**config.mk**
```make
export PLATFORM = sky130hd
export DESIGN_NAME = bus_master_port
export DESIGN_NICKNAME = d
export VERILOG_FILES = /design/src/rtl/bus_master_port.sv
export SDC_FILE = /design/constraint.sdc
export NUM_CORES = 1
export LEC_CHECK = 0
export ABC_AREA = 1
export BUFFER_PORTS_ARGS = -buffer_cell sky130_fd_sc_hd__buf_2
export CORE_AREA = 4 4 81 83
export DETAILED_ROUTE_END_ITERATION = 8
export DIE_AREA = 0 0 85 87
export GPL_ROUTABILITY_DRIVEN = 0
export PLACE_DENSITY = 0.74
export SETUP_SLACK_MARGIN = 0.1
export SLEW_MARGIN = 20
export SYNTH_ARGS = -nofsm -noshare
export SYNTH_HDL_FRONTEND = slang
export SYNTH_SLANG_ARGS = --single-unit
```
**constraint.sdc**
```tcl
create_clock -name clk -period 2.1 [get_ports clk]
set_clock_uncertainty 0.15 [all_clocks]
set_input_delay 0.105 -clock clk [delete_from_list [all_inputs] [get_ports clk]]
set_output_delay 0.105 -clock clk [all_outputs]
set_load 0.05 [all_outputs]
```
**src/rtl/bus_master_port.sv**
```systemverilog
// Master-side endpoint of the two-master serial bus: request, serialise address/data, collect read data.
// Optional read-wait timeout enabled by defining BUS_MASTER_PORT_TIMEOUT_EN.
module bus_master_port #(
  parameter int ADDR_WIDTH     = 14,
  parameter int DATA_WIDTH     = 8,
  parameter int TIMEOUT_CYCLES = 255
) (
  input  logic                  clk,
  input  logic                  rst,
  input  logic                  req_valid,
  output logic                  req_ready,
  input  logic                  req_write,
  input  logic [ADDR_WIDTH-1:0] req_addr,
  input  logic [DATA_WIDTH-1:0] req_wdata,
  output logic                  rsp_valid,
  output logic [DATA_WIDTH-1:0] rsp_rdata,
  output logic                  rsp_err,
  output logic                  breq,
  input  logic                  bgrant,
  input  logic                  msplit,
  input  logic                  sready,
  output logic                  mvalid,
  output logic                  mdata,
  output logic                  mmode,
  input  logic                  svalid,
  input  logic                  sdata
);

  localparam int MAXW = (ADDR_WIDTH > DATA_WIDTH) ? ADDR_WIDTH : DATA_WIDTH;
  localparam int CW   = $clog2(MAXW) + 1;

  typedef enum logic [3:0] {
    IDLE, REQ, ADDR, WDATA, RWAIT, RDATA, SPLIT, RESUME, DONE
  } state_t;

  state_t                  state_q, state_d;
  logic [CW-1:0]           cnt_q, cnt_d;
  logic [ADDR_WIDTH-1:0]   addr_q, addr_d, addr_sh;
  logic [DATA_WIDTH-1:0]   wdata_q, wdata_d, wdata_sh;
  logic                    write_q, write_d;
  logic [DATA_WIDTH-1:0]   rdata_q, rdata_d;
  logic                    breq_q, breq_d;
  logic                    mvalid_q, mvalid_d;
  logic                    mdata_q, mdata_d;
  logic                    mmode_q, mmode_d;
  logic                    rsp_valid_q, rsp_valid_d;
  logic [DATA_WIDTH-1:0]   rsp_rdata_q, rsp_rdata_d;
  logic                    rsp_err_q, rsp_err_d;
  logic                    timeout;

`ifdef BUS_MASTER_PORT_TIMEOUT_EN
  localparam int TW = $clog2(TIMEOUT_CYCLES + 1);
  logic [TW-1:0] to_q, to_d;
`endif

  always_comb begin
    state_d = state_q;
    cnt_d   = cnt_q;
    addr_d  = addr_q;
    wdata_d = wdata_q;
    write_d = write_q;
    rdata_d = rdata_q;
    timeout = 1'b0;

    case (state_q)
      IDLE: if (req_valid) begin
        addr_d  = req_addr;
        wdata_d = req_wdata;
        write_d = req_write;
        rdata_d = '0;
        cnt_d   = '0;
        state_d = REQ;
      end
      REQ: if (bgrant && sready) state_d = ADDR;
      ADDR: begin
        if (!bgrant) begin
          state_d = REQ;
          cnt_d   = '0;
        end else if (cnt_q == CW'(ADDR_WIDTH - 1)) begin
          cnt_d   = '0;
          state_d = write_q ? WDATA : RWAIT;
        end else begin
          cnt_d = cnt_q + CW'(1);
        end
      end
      WDATA: begin
        if (!bgrant) begin
          state_d = REQ;
          cnt_d   = '0;
        end else if (cnt_q == CW'(DATA_WIDTH - 1)) begin
          cnt_d   = '0;
          state_d = DONE;
        end else begin
          cnt_d = cnt_q + CW'(1);
        end
      end
      // RWAIT takes bit 0 itself, so both states share the capture path; svalid beats msplit
      RWAIT, RDATA: begin
        if (svalid) begin
          rdata_d = rdata_q | (DATA_WIDTH'(sdata) << cnt_q);
          if (cnt_q == CW'(DATA_WIDTH - 1)) begin
            cnt_d   = '0;
            state_d = DONE;
          end else begin
            cnt_d   = cnt_q + CW'(1);
            state_d = RDATA;
          end
        end else if (state_q == RWAIT && msplit) begin
          state_d = SPLIT;
        end
      end
      SPLIT:  if (!msplit) state_d = RESUME;
      RESUME: if (bgrant)  state_d = RWAIT;
      DONE:   state_d = IDLE;
      default: state_d = IDLE;
    endcase

`ifdef BUS_MASTER_PORT_TIMEOUT_EN
    to_d = to_q;
    if (state_q inside {RWAIT, RDATA, SPLIT}) begin
      if (svalid) begin
        to_d = '0;
      end else if (to_q == TW'(TIMEOUT_CYCLES - 1)) begin
        timeout = 1'b1;
        state_d = DONE;
        cnt_d   = '0;
      end else begin
        to_d = to_q + TW'(1);
      end
    end
    if (state_d != state_q) to_d = '0;
`endif

    // Outputs are registered from the next state so they change on the entering edge
    addr_sh     = addr_q >> cnt_d;
    wdata_sh    = wdata_q >> cnt_d;
    breq_d      = state_d inside {REQ, ADDR, WDATA, RWAIT, RDATA, RESUME};
    mvalid_d    = state_d inside {ADDR, WDATA};
    mdata_d     = (state_d == ADDR) ? addr_sh[0] : (state_d == WDATA) ? wdata_sh[0] : 1'b0;
    mmode_d     = (state_d inside {ADDR, WDATA, RWAIT, RDATA, SPLIT, RESUME}) ? write_q : 1'b0;
    rsp_valid_d = (state_d == DONE);
    rsp_err_d   = timeout;
    rsp_rdata_d = rsp_rdata_q;
    if (state_d == DONE && !write_q) rsp_rdata_d = timeout ? '0 : rdata_d;
  end

  always_ff @(posedge clk or posedge rst) begin
    if (rst) begin
      state_q     <= IDLE;
      cnt_q       <= '0;
      addr_q      <= '0;
      wdata_q     <= '0;
      write_q     <= 1'b0;
      rdata_q     <= '0;
      breq_q      <= 1'b0;
      mvalid_q    <= 1'b0;
      mdata_q     <= 1'b0;
      mmode_q     <= 1'b0;
      rsp_valid_q <= 1'b0;
      rsp_rdata_q <= '0;
      rsp_err_q   <= 1'b0;
`ifdef BUS_MASTER_PORT_TIMEOUT_EN
      to_q        <= '0;
`endif
    end else begin
      state_q     <= state_d;
      cnt_q       <= cnt_d;
      addr_q      <= addr_d;
      wdata_q     <= wdata_d;
      write_q     <= write_d;
      rdata_q     <= rdata_d;
      breq_q      <= breq_d;
      mvalid_q    <= mvalid_d;
      mdata_q     <= mdata_d;
      mmode_q     <= mmode_d;
      rsp_valid_q <= rsp_valid_d;
      rsp_rdata_q <= rsp_rdata_d;
      rsp_err_q   <= rsp_err_d;
`ifdef BUS_MASTER_PORT_TIMEOUT_EN
      to_q        <= to_d;
`endif
    end
  end

  // A lost grant must silence the serial line in the cycle it is seen, not one edge later
  assign mvalid    = mvalid_q & bgrant;
  assign req_ready = (state_q == IDLE);
  assign breq      = breq_q;
  assign mdata     = mdata_q;
  assign mmode     = mmode_q;
  assign rsp_valid = rsp_valid_q;
  assign rsp_rdata = rsp_rdata_q;
  assign rsp_err   = rsp_err_q;

endmodule

```
==> results by group <==
Status
  – Outcome: complete, no violations

Route
  – Drt via density: slightly above 5
  – Post-route ant nets: 0
  – Number of remaining DRC errors: 0
  – Pre-antenna DRT Iters: 4
  – DR iter-0 viols: 145
  – DR WL/cell: 13.1 um
  – Post-Route WL: between 7000 and 8000 um
  – Routed vias: 2,889

Floorplanning
  – Die W: ~85 um
  – CORE AREA: 5850 um2
  – Io pins: 46
  – Die ar.: 7400 um2
  – # rows: 28
  – Starting Density: 49.7%
  – Chip height: approximately 87 um

Synthesis
  – Post-synthesis cell count: 406
  – Number of synthesized flops with an enable pin: 0
  – Syn avg cell area: 7.17 um2
  – Fraction of registers with async set/reset: 100%
  – Yosys reg bits: 53
  – Syn Nets: between 400 and 500
  – Post-Syn Area: 2910 um2
  – Distinct cells, synth: 29
  – YS warnings: 0
  – Ys flop type: dfrtp_1
  – Register area share after synthesis: between 40% and 50%

Global routing
  – Met3 Use GR: around 3.4%
  – Met2 global-route usage: 36.4%
  – Remaining Overflow, GRT: 0
  – Grt met1 use: 25.5%
  – Largest net degree at the start of global routing: 29
  – Top Usage Layer GRT: met2
  – First-pass GRT wire length: 12,300 um
  – Overall routing resource usage: 20.3%
  – Antenna violations before repair: 0
  – Vias in the first global route: 2,802

Timing
  – Rel. slew slack: 63.1%
  – Unrepaired setup endpoints after global routing: true
  – Worst-margin pin slew: roughly 0.55 ns
  – # setup viols final: 0
  – Setup TNS: 0 ns
  – Final Worst Setup Slack: roughly 0.036 ns
  – Period Utilization, post-route: 98.3%
  – Crit path time final: 2.06 ns
  – Final Hold Viols: 0
  – Max Clock Freq: around 480 MHz
  – Final Max Slew Viols: 0
  – Min Hold Slack: 0.0808 ns

Pwr
  – Pleak: between 0.002 and 0.0025 uW
  – Peak supply drop: 625 uV
  – Pwr/cell area: 1180 nW/um2
  – Final Total Pwr: 4570 uW

Layout
  – Fillers: 509
  – Most common cell after layout, fill and taps aside: nand2_1
  – # diodes: 0
  – Final core occ: roughly two thirds
  – Fraction of layout cells with a size suffix above 1: 28.8%
  – Area grow syn2layout: 33.4%
  – Commonest non-fill, non-tap cells in the layout: nand2_1 (151), dfrtp_1 (49), buf_2 (44)
  – Final #Nets: 529

Placed design
  – Port Buf Inserts: 44
  – Hpwl dp: 4950 um
  – Dpl ws: -0.0625 ns

Clock tree
  – Clock buffer depth: 2
  – Total CTS buffers: 5
  – CTS root buf: clkbuf_8
  – Htree depth: 2
  – Worst skew pair latency: slightly above 0.3 ns
  – CTS tree: yes
  – Reg clk slew, reported paths: 0.11 ns
  – Clock Sinks: 53

Critical path
  – Reg-to-reg slack, setup: around 0.036 ns
  – Crit. End Element: register
  – Crit path DAT: 2.12 ns
  – CP Max Fanout: 4
  – CP Launch Type: register
  – CP Class: register to register
  – Critical Path RT: 2.15 ns

Job
  – Max cap viols: 0

Hold path
  – Worst min-delay path category: input pin to register
## timing repair
item                                   CTS  global route
setup buffers                            4             5
resized for setup                       26            31
hold buffers                            24             0
pin swaps                               10            19
gates cloned                             2             1
setup endpoints to repair                2             4
endpoints found under the hold margin   48             0
## path summary, 6_finish.rpt
check | from | endpoint | cells past startpoint
max | cnt_q[0] | mdata | 15
min | sdata | rdata_q[3] | 5
max reg2reg | cnt_q[0] | mdata | 15
min reg2reg | rsp_rdata[4] | rsp_rdata[4] | 2
max in group asynchronous | rst | cnt_q[1] | 4
min in group asynchronous | rst | addr_q[10] | 3
## synthesized netlist by cell type (3+ instances only)
cell type | count | area share (%)
nand2_1 | 160 | 21
dfrtp_1 | 53 | 46
inv_1 | 36 | 4.6
nor2_1 | 31 | 4.0
nand3_1 | 30 | 5.2
o21ai_0 | 17 | 2.9
nand4_1 | 15 | 3.2
inv_2 | 12 | 1.5
nand2_2 | 8 | 1.7
a21oi_1 | 5 | 0.86
nor2_2 | 5 | 1.1
nor3_1 | 5 | 0.86
buf_2 | 3 | 0.52
clkbuf_1 | 3 | 0.39
xor2_1 | 3 | 0.90
## through the flow
stage	cell area [um2]	instances
2_1_floorplan	2910	406
3_3_place_gp	3280	528
3_5_place_dp	3280	528
4_1_cts	3750	566
5_1_grt	3880	572
6_report	3880	572
## cell type report
cell class	instances	area (um2)	area share [%]
sequential	53	1330	34.3
inverter	50	203	5.22
timing repair inverter	1	5.00	0.129
timing repair buffer	90	638	16.4
clock buffer	5	68.8	1.77
tap	75	93.8	2.42
clock inverter	3	25.0	0.645
multi-input combinational	295	1520	39.1
## kinds of logic after synthesis
group	count (synthesis)	share of synthesized area [%]
xor gates and xnor gates	3	0.903
buffers and inverters	60	8.56
and+or+nand+nor	261	39.4
DFF	53	45.6
adders and majority gates	2	0.860
AOI/OAI and AO/OA	26	4.56
other	1	0.129
## critical path, stage by stage (launching register included)
cell and delay, ns:
dfrtp_2 0.46, ha_4 0.17, nand2_2 0.06, inv_2 0.10, nand4_1 0.16, nand3_2 0.14
nand2_4 0.08, buf_4 0.15, clkinv_2 0.06, nand3_1 0.06, nand3_1 0.08, nand2_1 0.05
nand2_1 0.06, nand2_1 0.05, nand4_1 0.08, nand2_1 0.05
## flip-flops by register name, summed over array words and instances (netlist names), 4 cells and up
register,count
addr_q,14
cnt_q,5
rdata_q,8
rsp_rdata,8
state_q,4
wdata_q,8
## where the power goes
part / leakage [uW] / switching [uW] / internal [uW]
registers: 0.000688 / 209 / 1330
logic: 0.00134 / 1540 / 893
clock network: 0.0000447 / 354 / 241
total: 0.00207 / 2110 / 2470
## metal layers
| layer | up-vias | routed length, um |
|---|---|---|
| met2 | 92 | 3910 |
| met3 | 13 | 367 |
| met5 | - | 0 |
| met1 | 1334 | 3110 |
| li1 | 1450 | - |
| met4 | 0 | 112 |
No activity file was read; power rests on OpenSTA's default activity.
